`src/rtl/fifo_status_pkg.sv`:
```
// Shared defaults for the fifo_status slice: word/address widths and the
// power-on threshold words the control FSM programs.
package fifo_status_pkg;

    localparam int DATA_W_DEF    = 6;
    localparam int ADDR_W_DEF    = 3;
    localparam int UMBRAL_AF_RST = 6;
    localparam int UMBRAL_AE_RST = 2;

    function automatic int depth_of(input int addr_w);
        return 1 << addr_w;
    endfunction

endpackage

```
`src/rtl/fifo_status_mem.sv`:
```
// DEPTH x DATA_W storage for fifo_status: one synchronous write port and one
// registered read port whose output register clears on reset.
module fifo_status_mem
    import fifo_status_pkg::*;
#(
    parameter int DATA_W = DATA_W_DEF,
    parameter int ADDR_W = ADDR_W_DEF
) (
    input  logic              clk,
    input  logic              reset,
    input  logic              wr_en,
    input  logic [ADDR_W-1:0] wr_addr,
    input  logic [DATA_W-1:0] wr_data,
    input  logic              rd_en,
    input  logic [ADDR_W-1:0] rd_addr,
    output logic [DATA_W-1:0] rd_data
);

    logic [DATA_W-1:0] mem [depth_of(ADDR_W)];

    // NOTE: the array has no reset; clearing it would turn the RAM into flops,
    // and the pointers already make stale entries unreachable.
    always_ff @(posedge clk) begin
        if (wr_en) begin
            mem[wr_addr] <= wr_data;
        end
    end

    // A same-cycle write to rd_addr lands after this read, so a full FIFO
    // doing read+write returns the oldest word, not the new one.
    always_ff @(posedge clk or posedge reset) begin
        if (reset) begin
            rd_data <= '0;
        end else if (rd_en) begin
            rd_data <= mem[rd_addr];
        end
    end

endmodule

```
`src/rtl/fifo_status.sv`:
```
// Synchronous FIFO with programmable almost-full/almost-empty status flags.
// Define FIFO_ERR_STICKY_EN to hold fifo_error high until reset.
module fifo_status
    import fifo_status_pkg::*;
#(
    parameter int DATA_W = DATA_W_DEF,
    parameter int ADDR_W = ADDR_W_DEF
) (
    input  logic              clk,
    input  logic              reset,
    input  logic              wr_en,
    input  logic [DATA_W-1:0] data_in,
    input  logic              rd_en,
    output logic [DATA_W-1:0] data_out,
    output logic              valid_out,
    input  logic [ADDR_W-1:0] umbral_af,
    input  logic [ADDR_W-1:0] umbral_ae,
    output logic              fifo_empty,
    output logic              fifo_full,
    output logic              almost_full,
    output logic              almost_empty,
    output logic              fifo_error
);

    localparam logic [ADDR_W:0] COUNT_FULL = (ADDR_W + 1)'(depth_of(ADDR_W));

    logic [ADDR_W-1:0] wr_ptr;
    logic [ADDR_W-1:0] rd_ptr;
    logic [ADDR_W:0]   count;
    logic              rd_acc;
    logic              wr_acc;
    logic              err_now;

    assign fifo_empty   = (count == '0);
    assign fifo_full    = (count == COUNT_FULL);
    assign almost_full  = (umbral_af != '0) && (count >= {1'b0, umbral_af});
    assign almost_empty = (count <= {1'b0, umbral_ae});

    // A full FIFO still takes a write when a read frees a slot the same cycle;
    // an empty FIFO never lets a write fall through to the read side.
    assign rd_acc  = rd_en && !fifo_empty;
    assign wr_acc  = wr_en && (!fifo_full || rd_acc);
    assign err_now = (wr_en && !wr_acc) || (rd_en && fifo_empty);

    fifo_status_mem #(
        .DATA_W (DATA_W),
        .ADDR_W (ADDR_W)
    ) u_mem (
        .clk     (clk),
        .reset   (reset),
        .wr_en   (wr_acc),
        .wr_addr (wr_ptr),
        .wr_data (data_in),
        .rd_en   (rd_acc),
        .rd_addr (rd_ptr),
        .rd_data (data_out)
    );

    // NOTE: non-blocking assignments keep every register sampling the
    // pre-edge values, so the order of statements here does not matter.
    always_ff @(posedge clk or posedge reset) begin
        if (reset) begin
            wr_ptr     <= '0;
            rd_ptr     <= '0;
            count      <= '0;
            valid_out  <= 1'b0;
            fifo_error <= 1'b0;
        end else begin
            if (wr_acc) begin
                wr_ptr <= wr_ptr + 1'b1;
            end
            if (rd_acc) begin
                rd_ptr <= rd_ptr + 1'b1;
            end
            case ({wr_acc, rd_acc})
                2'b10:   count <= count + 1'b1;
                2'b01:   count <= count - 1'b1;
                default: count <= count;
            endcase
            valid_out <= rd_acc;
`ifdef FIFO_ERR_STICKY_EN
            fifo_error <= fifo_error | err_now;
`else
            fifo_error <= err_now;
`endif
        end
    end

endmodule
```
`config.mk`:
```
export PLATFORM = sky130hd
export DESIGN_NAME = fifo_status
export DESIGN_NICKNAME = d
export VERILOG_FILES = /design/src/rtl/fifo_status_pkg.sv /design/src/rtl/fifo_status_mem.sv /design/src/rtl/fifo_status.sv
export SDC_FILE = /design/constraint.sdc
export NUM_CORES = 1
export LEC_CHECK = 0
export BUFFER_PORTS_ARGS = -buffer_cell sky130_fd_sc_hd__buf_2
export CORE_ASPECT_RATIO = 1.1
export CORE_MARGIN = 2
export CORE_UTILIZATION = 58
export CTS_CLUSTER_DIAMETER = 40
export DETAILED_ROUTE_END_ITERATION = 16
export PLACE_DENSITY = 0.79
export SLEW_MARGIN = 5
export SYNTH_ARGS = -nofsm -noshare
export SYNTH_HDL_FRONTEND = slang
export SYNTH_SLANG_ARGS = --single-unit
```
`constraint.sdc`:
```
create_clock -name clk -period 3 [get_ports clk]
set_input_delay 0.6 -clock clk [delete_from_list [all_inputs] [get_ports clk]]
set_output_delay 0.6 -clock clk [all_outputs]
set_load 0.01 [all_outputs]
```
* After elaboration in Yosys (flattened, before gate mapping) *
Memory sizes are Yosys's and may differ from the RTL's. A register that Yosys moved wholly into a read port is not among the register bits.
Cells that the tools add are included.

operators by class
  add/sub/neg operators = 4
  $lt $le $gt $ge = 2
  eq/ne operators = 3
  muxes and demuxes = 3
  reduce and logical (&&, ||, !) cells = 13

operator list
  operator             count
  $pmux 4 s2           1
  $add 3x1->3 const B  2
  $logic_and 1x1->1    5
  $add 4x1->4 const B  1
  $eq 4x4->1 const B   1
  $ge 4x3->1           1
  $le 4x3->1           1
  $logic_not 4->1      1
  $sub 4x1->4 const B  1
  $logic_not 1->1      3
  $reduce_bool 3->1    1
  $eq 2x1->1 const B   1
  $eq 2x2->1 const B   1
  $logic_or 1x1->1     2
  $mux 1               2
  $reduce_bool 2->1    1

storage, ports and cells
  register bits after elaboration = 12
  RAM bits = 48
  bits of input ports = 16
  output and inout port bits = 12
  logic and storage cells = 31
  memories = 1

memories
  name       depth  bits a word  read ports  clocked after memory_dff  write ports  RTL line               source
  u_mem.mem  8      6            1           1                         1            fifo_status_mem.sv:19  logic [DATA_W-1:0] mem [depth_of(ADDR_W)];

* Logic depth before layout (Yosys ltp) *
Gate-level depths: netlist of the first run.

  depth after elaboration = 8
  mapped depth = 9
  gate-level depth less buffers = 8

* Hierarchy *
From an unflattened synthesis of the first run, not the netlist that was laid out.

unflattened totals
  cells, all modules = 204
  area, all modules = 2992.9 um^2

modules (own cells, without submodules)
  module           instances  cells an instance  area an instance (um^2)  seq. area each (um^2)
  fifo_status_mem  1          125                2165.8                   1591.5
  fifo_status      1          79                 827.0                    300.3

* Worst setup path before layout of the first run *
No wires, ideal clock.

  kind = reg-to-reg
  start point = register count[1]
  end point = register count[3]
  library setup time = 0.124 ns
  data arrival time = 2.342 ns
  data required time = 2.876 ns
  path slack = 0.534 ns
  stages on the path, launching flop included = 10
  path buffers = 1
  clock period less this slack = 2.466 ns
  cell sequence = dfrtp_1 -> or3_1 -> buf_6 -> o21ai_0 -> inv_1 -> ha_1 -> a21o_1 -> a21oi_1 -> mux2i_1 -> a211o_1

on the way
  word-level cells in the longest chain between the ends = 7
  elaborated cells between the ends (all ways) = 13

RTL lines
  item                                                    RTL line           source
  start, declared                                         fifo_status.sv:29  logic [ADDR_W:0] count;
  start signal, assigned                                  fifo_status.sv:76  2'b10: count <= count + 1'b1;
  start signal, assigned                                  fifo_status.sv:77  2'b01: count <= count - 1'b1;
  start signal, assigned                                  fifo_status.sv:78  default: count <= count;
  $logic_not 4->1                                         fifo_status.sv:34  assign fifo_empty = (count == '0);
  $logic_not 1->1                                         fifo_status.sv:41  assign rd_acc = rd_en && !fifo_empty;
  $logic_and 1x1->1                                       fifo_status.sv:41
  $logic_or 1x1->1                                        fifo_status.sv:42  assign wr_acc = wr_en && (!fifo_full || rd_acc);
  $logic_and 1x1->1                                       fifo_status.sv:42
  $eq 2x1->1 / $eq 2x2->1 (equally long branches)         fifo_status.sv:75  case ({wr_acc, rd_acc})
  $pmux 4 s2 / $reduce_bool 2->1 (equally long branches)  -

Parallel ways exist; a longest one is shown, timed or not.
A chain may end at the register's enable or synchronous reset.

* Worst setup path in the final report of the first run *
Ends and elaborated chain as after synthesis.

==> results of run 1 <==
## cells in the mapped netlist, types with 2 or more instances
| library cell | count |
|---|---|
| sky130_fd_sc_hd__a21oi_1 | 3 |
| sky130_fd_sc_hd__a221o_1 | 6 |
| sky130_fd_sc_hd__buf_2 | 2 |
| sky130_fd_sc_hd__buf_6 | 3 |
| sky130_fd_sc_hd__dfrtp_1 | 18 |
| sky130_fd_sc_hd__edfxtp_1 | 48 |
| sky130_fd_sc_hd__ha_1 | 10 |
| sky130_fd_sc_hd__inv_1 | 10 |
| sky130_fd_sc_hd__mux2_2 | 12 |
| sky130_fd_sc_hd__mux2i_1 | 16 |
| sky130_fd_sc_hd__nand2_1 | 18 |
| sky130_fd_sc_hd__nand2b_1 | 7 |
| sky130_fd_sc_hd__nor2_1 | 10 |
| sky130_fd_sc_hd__nor2b_1 | 4 |
| sky130_fd_sc_hd__nor3_1 | 6 |
| sky130_fd_sc_hd__o21ai_0 | 9 |
| sky130_fd_sc_hd__o22ai_1 | 6 |
| sky130_fd_sc_hd__or3_1 | 2 |
| sky130_fd_sc_hd__xnor2_1 | 6 |
## cell families after synthesis
group	after synthesis	share of synthesized area
buf+inv	17	0.0300
xor+xnor	7	0.0207
mux	29	0.105
flops	66	0.639
fa+ha+maj	11	0.0490
simple gates	50	0.0790
compound gates	31	0.0773
## where the power goes
group | internal (mW) | switching (mW) | total [mW]
combinational | 0.531 | 0.558 | 1.09
clock | 0.295 | 0.308 | 0.603
sequential | 1.20 | 0.177 | 1.37
total | 2.02 | 1.04 | 3.06
## how the worst max path moves through the flow
stage                          from                   end  slack [ns]
2_1_floorplan  count[1]$_DFFE_PP0P_  count[3]$_DFFE_PP0P_        0.53
3_3_place_gp   count[1]$_DFFE_PP0P_  count[3]$_DFFE_PP0P_        0.57
3_5_place_dp   count[1]$_DFFE_PP0P_  count[3]$_DFFE_PP0P_        0.45
4_1_cts        count[1]$_DFFE_PP0P_  count[3]$_DFFE_PP0P_        0.42
5_1_grt        count[1]$_DFFE_PP0P_  count[3]$_DFFE_PP0P_        0.27
6_report       count[1]$_DFFE_PP0P_  count[3]$_DFFE_PP0P_        0.43
## per-stage QoR
step           utilization  std cells
2_1_floorplan            -        211
3_3_place_gp         0.641        298
3_5_place_dp         0.641        298
4_1_cts              0.672        314
5_1_grt              0.672        314
6_report             0.672        314
## metal layers
metal  track usage  wire length [µm]  up-vias
li1              -                 -      856
met3        0.0444               144        9
met2         0.349              2700       25
met4        0.0962                97        0
met5             0                 0        -
met1         0.228              2190      878
## sequential cells by signal, indices dropped and copies added (netlist names)
signal	flops
valid_out	1
rd_ptr	3
u_mem.mem	48
count	4
fifo_error	1
u_mem.rd_data	6
wr_ptr	3
## final cells by class
| class | count | area (µm²) |
|---|---|---|
| clock buffers | 12 | 135 |
| inverters | 10 | 37.5 |
| fillers | 358 | 1630 |
| multi-input cells | 128 | 980 |
| flip-flops and latches | 66 | 1890 |
| clock inverters | 4 | 20.0 |
| repair buffers | 36 | 203 |
| well taps | 58 | 72.6 |
==> out/summary.md, run 1 <==
The mapped netlist covers 2960 µm². The number of standard cells after synthesis is 211. The relative slew slack is 0.534, and the die footprint is 5690 µm². Overall power consumption after layout is estimated at 3.06 mW. The height of the die is 78.9 µm, and the proportion of synthesized chip area in sequential cells is 0.639. The worst clock skew on the final layout is 0.00887 ns.

Summed over all cells, the static leakage comes to 1.37 nW. With fillers left out, the area of the finished cells amounts to 3340 µm². The most used flip-flop cell after synthesis is sky130_fd_sc_hd__edfxtp_1. Share of post-route cells with drive strength above 1: 0.250. The floorplan step set the die width to 72.1 µm. The number of vias after detailed routing is 1,768. The peak clock frequency supported by timing came out at 0.390 GHz. The number of clock buffers inserted by TritonCTS is 9. On the worst path, the slowest cell contributes a delay of 0.45 ns.

The number of gates resized after cts was 0. TritonCTS built the clock tree. The effective utilization at floorplan was 0.596. The depth of the worst register-to-register path is 8. In this run, synthesis produced a sequential element count of 66.

Summed over all layers, the global routing overflow is 0. Summed over all instances, the cell type with the most area after synthesis is sky130_fd_sc_hd__edfxtp_1. The top cell types in the final layout, fill and taps aside, are sky130_fd_sc_hd__edfxtp_1 (48), sky130_fd_sc_hd__buf_2 (27), sky130_fd_sc_hd__nand2_1 (18), sky130_fd_sc_hd__dfrtp_1 (18), sky130_fd_sc_hd__mux2i_1 (16). The flow ran to the end, and the final reports show no timing, DRC or antenna violations. The detail route stage leaves a number of antenna-violating nets equal to 0. Across the run, the number of max-cap violations was 0.

Summed over all nets, the half-perimeter wirelength after detailed placement is 3.64 mm. Total routing resource utilization after global routing: 0.199. The count of pins over their slew limit came out at 0. By area the synthesized netlist is led by sky130_fd_sc_hd__edfxtp_1 (49%), sky130_fd_sc_hd__dfrtp_1 (15%), sky130_fd_sc_hd__mux2i_1 (5.4%), sky130_fd_sc_hd__mux2_2 (4.6%), sky130_fd_sc_hd__ha_1 (4.2%). In the final routed layout, each cell accounts on average for 16.3 µm. The tools report the count of endpoints failing hold in the final timing report as 0. Cell with the largest stage delay on the worst path: sky130_fd_sc_hd__dfrtp_1. The min-delay analysis places its worst path in the category in2async. Setup repair after global routing left no endpoint under its margin. The number of buffer and inverter instances along the worst setup path works out to 1. The congestion estimate from routability-driven global placement came to 0.807. The logs give 0.371 ns for the worst hold-check slack and 1,776 for the number of global-route vias before repair. The number of enable flip-flop cells after synthesis works out to 48. The number of buffers added to fix hold violations after cts is 0. Traced cell by cell, the critical path runs through or3_1, o21ai_0, inv_1, ha_1, a21o_1, a21oi_1, mux2i_1, a211o_1.

At the worst endpoint, the arrival time is 2.78 ns. The total inserted antenna cells was 0. Number of setup violations in the final report: 0. The maximum count of clock buffers along a single path was 2; the number of nets at the end of the flow was 278. In this run the mean area of a mapped cell was 14.0 µm².

The total power density per cell area works out to 918 nW/µm². The most common cell after layout, fill and taps aside is sky130_fd_sc_hd__edfxtp_1. Setup total negative slack: 0 ns. Relative to the synthesized area, the layout overhead comes to 12.8%. Number of core rows: 27. The total of buffers placed on input and output ports is 27. The H-tree was split into 3 levels.

The worst ir drop on vdd was 0.501 mV; the detailed-route vias per instance was 5.63. During I/O placement, the number of pins put on the boundary was 28. The data required time at the worst endpoint is 3.21 ns, and the count of cell types in the netlist is 34. The clock transition at the registers of the reported paths works out to 0.07 ns. Number of logic stages on the critical path including buffering: 8. The wire length of the first global-routing pass is 8.24 mm, and the critical-path maximum fanout is 6. The number of nets in the synthesized netlist is 238. Entering global routing, the biggest net connects 19 pins. The critical path is of the reg2reg type. The worst setup path is captured at a register. The tools report the startpoint of the lowest-slack register-to-register path as count[1]$_DFFE_PP0P_. The total number of clock tree sinks was 66; the post-detailed-placement cell area was 3180 µm². Post-detailed-routing wire length: 5.13 mm. The final clock period utilization by the worst path was 0.856; the number of DRC violations after detailed routing was 0. The number of setup buffers added after CTS is 0. The placement-stage worst setup slack came out at 0.450 ns.

The CTS root buffer was sky130_fd_sc_hd__clkbuf_8. The fraction of registers with async set or reset after synthesis came out at 0.273. The tools report the clock insertion delay at the later pin of the skew report as 0.33 ns. The cell family contributing the most delay on the critical path is compound AO/OA/AOI/OAI gates.

The worst setup path is launched from a register. In this run the standard cell core region covers 4970 µm². The detailed-routing iteration count for the pre-antenna-repair pass came out at 4.

Number of warning messages in the yosys log: 0. The area share of the largest cell type after synthesis came out at 0.487. The first-iteration detailed-routing DRC count came out at 98. The actual transition at the worst max-transition pin is 0.698 ns, and the final worst slack is 0.433 ns. The initial antenna violation count was 0. For flop-to-flop paths, the worst setup slack is 0.43 ns. After layout, the minimum clock period comes to 2.57 ns. The worst register-to-register path ends at count[3]$_DFFE_PP0P_.
(Power assumes the default switching activity.)
==> run 2, diff against run 1 <==
==> constraint.sdc (replaced) <==
create_clock -name clk -period 2.9 [get_ports clk]
set_input_delay 0.58 -clock clk [delete_from_list [all_inputs] [get_ports clk]]
set_output_delay 0.58 -clock clk [all_outputs]
set_load 0.01 [all_outputs]
==> out/summary.md, run 2 (same netlist as run 1, synthesis figures left out) <==
The total routing resource utilization after global routing is 0.207. The met3 wire length is 186 µm, and the minimum period implied by the final worst setup slack is 2.57 ns. 0 antenna diodes ended up in the layout. The count of endpoints failing hold in the final timing report was 0; the total of buffers placed on input and output ports was 27.

The relative slew slack is 0.397. The initialized floorplan defines 27 standard-cell rows. Of all nets on the critical path, the largest fanout is 6. For this design, the CTS-stage hold fixing added 0 buffers. The actual transition at the worst max-transition pin came out at 0.898 ns. The H-tree was split into 3 levels. In the routed design, unresolved DRC markers number 0. The fraction of the core area covered by cells at the end of the flow was 0.671; the maximum count of clock buffers along a single path was 2. Signal routing reaches up to met4. The category of the most critical setup path was reg2reg. The largest registers in the layout are u_mem.mem: 48 flops, u_mem.rd_data: 6 flops, count: 4 flops. Buffers inserted during clock tree synthesis total 9. After clock tree synthesis, the repair step resized 0 gates. Share of post-route cells with drive strength above 1: 0.248.

The register with the most flip-flops in the layout has 48 of them. The count of pins over their slew limit was 0; the number of setup violations in the final report was 0. Entering global routing, the biggest net connects 19 pins.

For the sum of net half-perimeters after detailed placement, the log shows 3.66 mm. The first-iteration detailed-routing DRC count is 125, and the detailed-route vias per instance is 5.64. The total area inside the core boundary comes to 4970 µm². The final clock period utilization by the worst path came out at 0.887.

Before antenna repair, the detailed router went through 4 iterations. Buffers inserted during post-CTS setup optimization: 0. Data on the critical path arrives at its endpoint at 2.79 ns.

The initial antenna violation count came out at 0. Summed over all nets, wire length on met2 after detailed routing comes to 2.79 mm. The later pin in the worst-skew pair is clocked with a latency of 0.34 ns.

Across the run, the number of max-cap violations was 0. Global routing finished with a remaining overflow of 0. The run gives 0.596 as the effective utilization at floorplan. At the end of the flow, the number of nets in the layout was 276. The area growth from synthesis to layout is 12.5%. The total non-filler cell area in the finished layout was 3330 µm²; the number of ports placed on the die boundary was 28. Setup repair after global routing left no endpoint under its margin.

The routability congestion estimate from global placement is 0.778, and the post-detailed-routing wire length is 5.16 mm. More flip-flops sit in one register than any other, and that register is u_mem.mem. In this run the vertical extent of the chip is 78.9 µm. Dividing total power by cell area gives a power density of 951 nW/µm². For the worst setup path, the data required time is 3.12 ns. The floorplan step defined a die boundary enclosing 5690 µm².

The tightest hold path in the finished design has a slack of 0.345 ns. Setup slack on the critical path of the routed design comes to 0.328 ns. The met1 wire length was 2.12 mm. The flow ran to the end, and the final reports show no timing, DRC or antenna violations. Leaving out fill and tap cells, the most frequent cell in the layout is sky130_fd_sc_hd__edfxtp_1.

The width of the chip came out at 72.1 µm. The run gives 0 as the number of nets with antenna violations after routing. Clock-pin slew was measured on the worst setup and hold paths at 0.07 ns. For this run, the top clock speed supported by timing is 0.389 GHz. For the worst flop-to-flop path, the logic depth is 8.

The top cell types in the final layout, fill and taps aside, are sky130_fd_sc_hd__edfxtp_1 (48), sky130_fd_sc_hd__buf_2 (27), sky130_fd_sc_hd__nand2_1 (18), sky130_fd_sc_hd__dfrtp_1 (18), sky130_fd_sc_hd__mux2i_1 (16). After routing, the total negative slack on setup checks comes to 0 ns. After detailed placement, the total cell area comes to 3170 µm². The tools report the worst clock skew on the final layout as 0.00870 ns.

Classification of the worst-slack hold path: in2async. In the final routed layout, each cell accounts on average for 16.5 µm. The analysis attributes to cell leakage a power of 1.36 nW.

The worst setup path is launched from a register. The first global-routing pass estimated 8.47 mm of wire. The routed layout has 1,760 vias. The tree built by TritonCTS fans out to 66 sinks. IR analysis of the VDD net gives a maximum drop of 0.670 mV. TritonCTS built the clock tree. Prior to clock tree synthesis, the placed netlist has a worst setup slack of 0.334 ns. The tools report the endpoint class of the critical path as a register. In this run the clock root is driven by a sky130_fd_sc_hd__clkbuf_8. The number of global-route vias before repair is 1,830.
-- run 2: cell types whose count changed in the layout (fill, tap and decap cells not counted) --
cell,change
sky130_fd_sc_hd__clkinv_1,+1
sky130_fd_sc_hd__buf_4,-2
sky130_fd_sc_hd__clkbuf_1,-2
sky130_fd_sc_hd__clkinv_2,-1
sky130_fd_sc_hd__clkinvlp_4,+2
-- run 2: layout make-up --
class	count	area, µm²
Clock buffer	10	128
Clock inverter	6	33.8
Fill cell	333	1640
Inverter	10	37.5
Multi-Input combinational cell	128	980
Sequential cell	66	1890
Tap cell	58	72.6
Timing Repair Buffer	34	188
-- run 2: power by group --
part	internal (mW)	switching [mW]
clock	0.302	0.339
combinational	0.538	0.558
sequential	1.24	0.192
total	2.08	1.09
-- run 2: worst max-delay path: stages (launching register included) --
cell and delay (ns):
sky130_fd_sc_hd__dfrtp_1 0.44, sky130_fd_sc_hd__or3_1 0.41, sky130_fd_sc_hd__o21ai_0 0.27, sky130_fd_sc_hd__inv_1 0.10, sky130_fd_sc_hd__ha_1 0.28, sky130_fd_sc_hd__a21o_1 0.18
sky130_fd_sc_hd__a21oi_1 0.33, sky130_fd_sc_hd__mux2i_1 0.13, sky130_fd_sc_hd__a211o_1 0.30
-- run 2: metrics by stage --
step / instances / power (mW)
CTS: 312 / 3.20
finish: 312 / 3.17
detailed placement: 296 / 2.57
global route: 312 / 3.38
global placement: 296 / 2.52
floorplan: 211 / 2.25
-- run 2: worst paths after layout --
check	startpoint	end	slack (ns)
worst max-delay path	count[1]$_DFFE_PP0P_	count[3]$_DFFE_PP0P_	0.33
max in group asynchronous	reset	count[3]$_DFFE_PP0P_	2.10
worst max register to register	count[1]$_DFFE_PP0P_	count[3]$_DFFE_PP0P_	0.33
worst min-delay path	reset	u_mem.rd_data[0]$_DFFE_PP0P_	0.35
worst min register to register	u_mem.rd_data[5]$_DFFE_PP0P_	u_mem.rd_data[5]$_DFFE_PP0P_	0.48
min in group clk	u_mem.rd_data[5]$_DFFE_PP0P_	u_mem.rd_data[5]$_DFFE_PP0P_	0.48
-- run 2: routing by layer --
layer | up-vias | global-route usage
met3 | 6 | 0.0419
met4 | 0 | 0.108
met5 | - | 0
li1 | 851 | -
met1 | 862 | 0.238
met2 | 41 | 0.360
==> run 3, diff against run 2 <==
--- a/config.mk
+++ b/config.mk
@@ -5,13 +5,13 @@
 export SDC_FILE = /design/constraint.sdc
 export NUM_CORES = 1
 export LEC_CHECK = 0
-export BUFFER_PORTS_ARGS = -buffer_cell sky130_fd_sc_hd__buf_2
 export CORE_ASPECT_RATIO = 1.1
 export CORE_MARGIN = 2
-export CORE_UTILIZATION = 58
+export CORE_UTILIZATION = 60
 export CTS_CLUSTER_DIAMETER = 40
 export DETAILED_ROUTE_END_ITERATION = 16
-export PLACE_DENSITY = 0.79
+export DONT_BUFFER_PORTS = 1
+export PLACE_DENSITY = 0.77
 export SLEW_MARGIN = 5
 export SYNTH_ARGS = -nofsm -noshare
 export SYNTH_HDL_FRONTEND = slang
==> out/summary.md, run 3 (same netlist as run 1, synthesis figures left out) <==
The clock transition at the registers of the reported paths is 0.08 ns. The logs give 0.00867 ns for the worst clock skew on the final layout and 0.235 ns for the worst hold-check slack. The number of placed instances, taps included, is 267.

The final clock period utilization by the worst path is 0.881. After routing the design area is 3250 µm². The number of core rows was 26.

The share of post-route cells with drive strength above 1 is 0.172. For this block, the initial DRC count from the detailed router was 111. The number of vias after detailed routing is 1,684. The run gives 0 as the initial antenna violation count.

The clock power share was 0.241; the leakage dissipation was 1.28 nW. STA puts the critical path data required time at 3.12 ns. Number of global-route vias before repair: 1,819.

The die is 77.7 µm tall. The depth of the worst register-to-register path was 8. The largest registers in the layout are u_mem.mem: 48 flops, u_mem.rd_data: 6 flops, count: 4 flops. The number of buffer and inverter instances along the worst setup path works out to 1. The worst setup path is launched from a register.

The total power density per cell area is 1000 nW/µm², and the switching power summed over all nets is 1.10 mW. The classification of the worst-slack hold path was in2async. The tree is rooted in a sky130_fd_sc_hd__clkbuf_8.

In this run the worst path has a maximum fanout of 6. The detailed-routing iteration count for the pre-antenna-repair pass was 4. Traced cell by cell, the critical path runs through or3_1, o21ai_0, inv_1, ha_1, a21o_1, a21oi_1, mux2i_1, a211o_1.

The combinational power share was 0.302. The run gives 5.06 mm as the post-detailed-routing wire length. At the pin with the least slew margin, the transition time is 0.832 ns. The run gives 28 as the number of ports placed on the die boundary. In this run the cell area measured after placement is 3030 µm². u_mem.mem holds more flip-flops than any other register. The clock tree synthesis step divided the H-tree into 3 levels. The library cells used most frequently in the layout, excluding fill and tap cells, are sky130_fd_sc_hd__edfxtp_1 (48), sky130_fd_sc_hd__nand2_1 (18), sky130_fd_sc_hd__dfrtp_1 (18). The effective utilization at floorplan is 0.632. The total routing resource utilization after global routing was 0.208; the average wire per cell in the routed design was 17.9 µm. The worst setup path is captured at a register. The logs give 4680 µm² for the area inside the core boundary and 0 for the number of DRC violations after detailed routing. The run gives 0 as the number of buffers added to fix hold violations after cts. Relative slew slack: 0.446.

The routed design could run at a clock period as short as 2.56 ns. The tools report the count of pins over their slew limit as 0. Setup repair after global routing left no endpoint under its margin. The switching part of the total was 0.339; the sum of net half-perimeters after detailed placement was 3.65 mm. The cell with the largest stage delay on the worst path was sky130_fd_sc_hd__dfrtp_1. The kind of cell with the highest combined delay along the critical path is compound AO/OA/AOI/OAI gates. The register with the most flip-flops in the layout has 48 of them. The total number of clock tree sinks is 66, and the fraction of power consumed by sequential logic is 0.457. The layout-stage area growth over the synthesis result is 9.81%, and the number of clock buffers inserted by TritonCTS is 9.

After the last flow step, the layout net total stands at 249. The tools report the routability congestion estimate from global placement as 0.785. Data arrives at the worst endpoint at 2.78 ns.

The run finished with clean final reports. The run gives 0 as the max-capacitance violation count. The run gives 2.15 mW as the internal power. The critical path in this run is classified as reg2reg. The worst register-to-register path begins at count[1]$_DFFE_PP0P_.

After clock tree synthesis, the repair step resized 0 gates. IR analysis of the VDD net gives a maximum drop of 0.526 mV. The filler-free cell count of the finished design was 283; the total of fill cells in the finished design was 323. Across the whole layout, storage elements account for 1890 µm².

The width of the chip works out to 71.0 µm. The total congestion overflow after global routing was 0. TritonCTS built the clock tree. Port buffering added 0 buffers.

The setup total negative slack is 0 ns, and the wire length of the first global-routing pass is 8.58 mm. The run gives 19 as the maximum number of pins on one net before global-route repair. The buffers inserted during post-CTS setup optimization is 0. The tools report the number of setup violations in the final report as 0. After detailed routing, the number of vias per cell comes to 5.95.

The clock insertion delay at the later pin of the skew report is 0.33 ns. The library cell used most frequently in the layout, excluding fill and tap cells, is sky130_fd_sc_hd__edfxtp_1. For the count of endpoints failing hold in the final timing report, the log shows 0. The clock passes through at most 2 buffers. The delay of the slowest critical-path stage came out at 0.44 ns. The critical register-to-register path endpoint is count[3]$_DFFE_PP0P_. The setup check on the worst reg-to-reg path leaves a slack of 0.34 ns. The tools report the die footprint as 5510 µm². The count of nets left with antenna violations once routing finished came out at 0.

Peak clock frequency supported by timing: 0.391 GHz. The total inserted antenna cells came out at 0. For the area of the multi-input gates, the log shows 986 µm².
[run 3: cell type report]
cell class                      count  share of cell area
Clock buffer                       11              0.0535
Clock inverter                      5              0.0119
Inverter                           10              0.0115
Multi-Input combinational cell    128               0.303
Sequential cell                    66               0.582
Tap cell                           56              0.0216
Timing Repair Buffer                7              0.0162
[run 3: power by group through the flow]
stage	Sequential (mW)	Clock, mW	Combinational, mW
CTS	1.48	0.797	0.991
finish	1.49	0.784	0.982
floorplan	1.39	0	0.859
global placement	1.48	0	0.931
detailed placement	1.50	0	0.989
global route	1.52	0.834	1.10
[run 3: worst max path at each step]
| stage | cells after the start | endpoint | startpoint | slack, ns |
|---|---|---|---|---|
| global route | 8 | count[3]$_DFFE_PP0P_ | count[1]$_DFFE_PP0P_ | 0.16 |
| CTS | 8 | count[3]$_DFFE_PP0P_ | count[1]$_DFFE_PP0P_ | 0.34 |
| detailed placement | 8 | count[3]$_DFFE_PP0P_ | count[1]$_DFFE_PP0P_ | 0.34 |
| finish | 8 | count[3]$_DFFE_PP0P_ | count[1]$_DFFE_PP0P_ | 0.34 |
| floorplan | 9 | count[3]$_DFFE_PP0P_ | count[1]$_DFFE_PP0P_ | 0.43 |
| global placement | 8 | count[3]$_DFFE_PP0P_ | count[1]$_DFFE_PP0P_ | 0.51 |
[run 3: per-layer routing]
layer / part of all wire / global-route usage
met5: 0 / 0
met4: 0.018 / 0.0925
met3: 0.069 / 0.0714
met2: 0.52 / 0.337
met1: 0.40 / 0.252
[run 3: worst reg2reg max path, stage by stage (launching register included)]
cell                      delay (ns)
sky130_fd_sc_hd__dfrtp_1        0.44
sky130_fd_sc_hd__or3_1          0.43
sky130_fd_sc_hd__o21ai_0        0.29
sky130_fd_sc_hd__inv_1          0.12
sky130_fd_sc_hd__ha_1           0.28
sky130_fd_sc_hd__a21o_1         0.17
sky130_fd_sc_hd__a21oi_1        0.29
sky130_fd_sc_hd__mux2i_1        0.12
sky130_fd_sc_hd__a211o_1        0.30
[run 3: per-stage QoR]
stage | total power, mW | worst slack (ns) | util
finish | 3.25 | 0.344 | 0.694
global route | 3.46 | 0.158 | 0.694
CTS | 3.27 | 0.344 | 0.693
detailed placement | 2.49 | 0.343 | 0.647
global placement | 2.41 | 0.513 | 0.647
floorplan | 2.25 | 0.434 | -
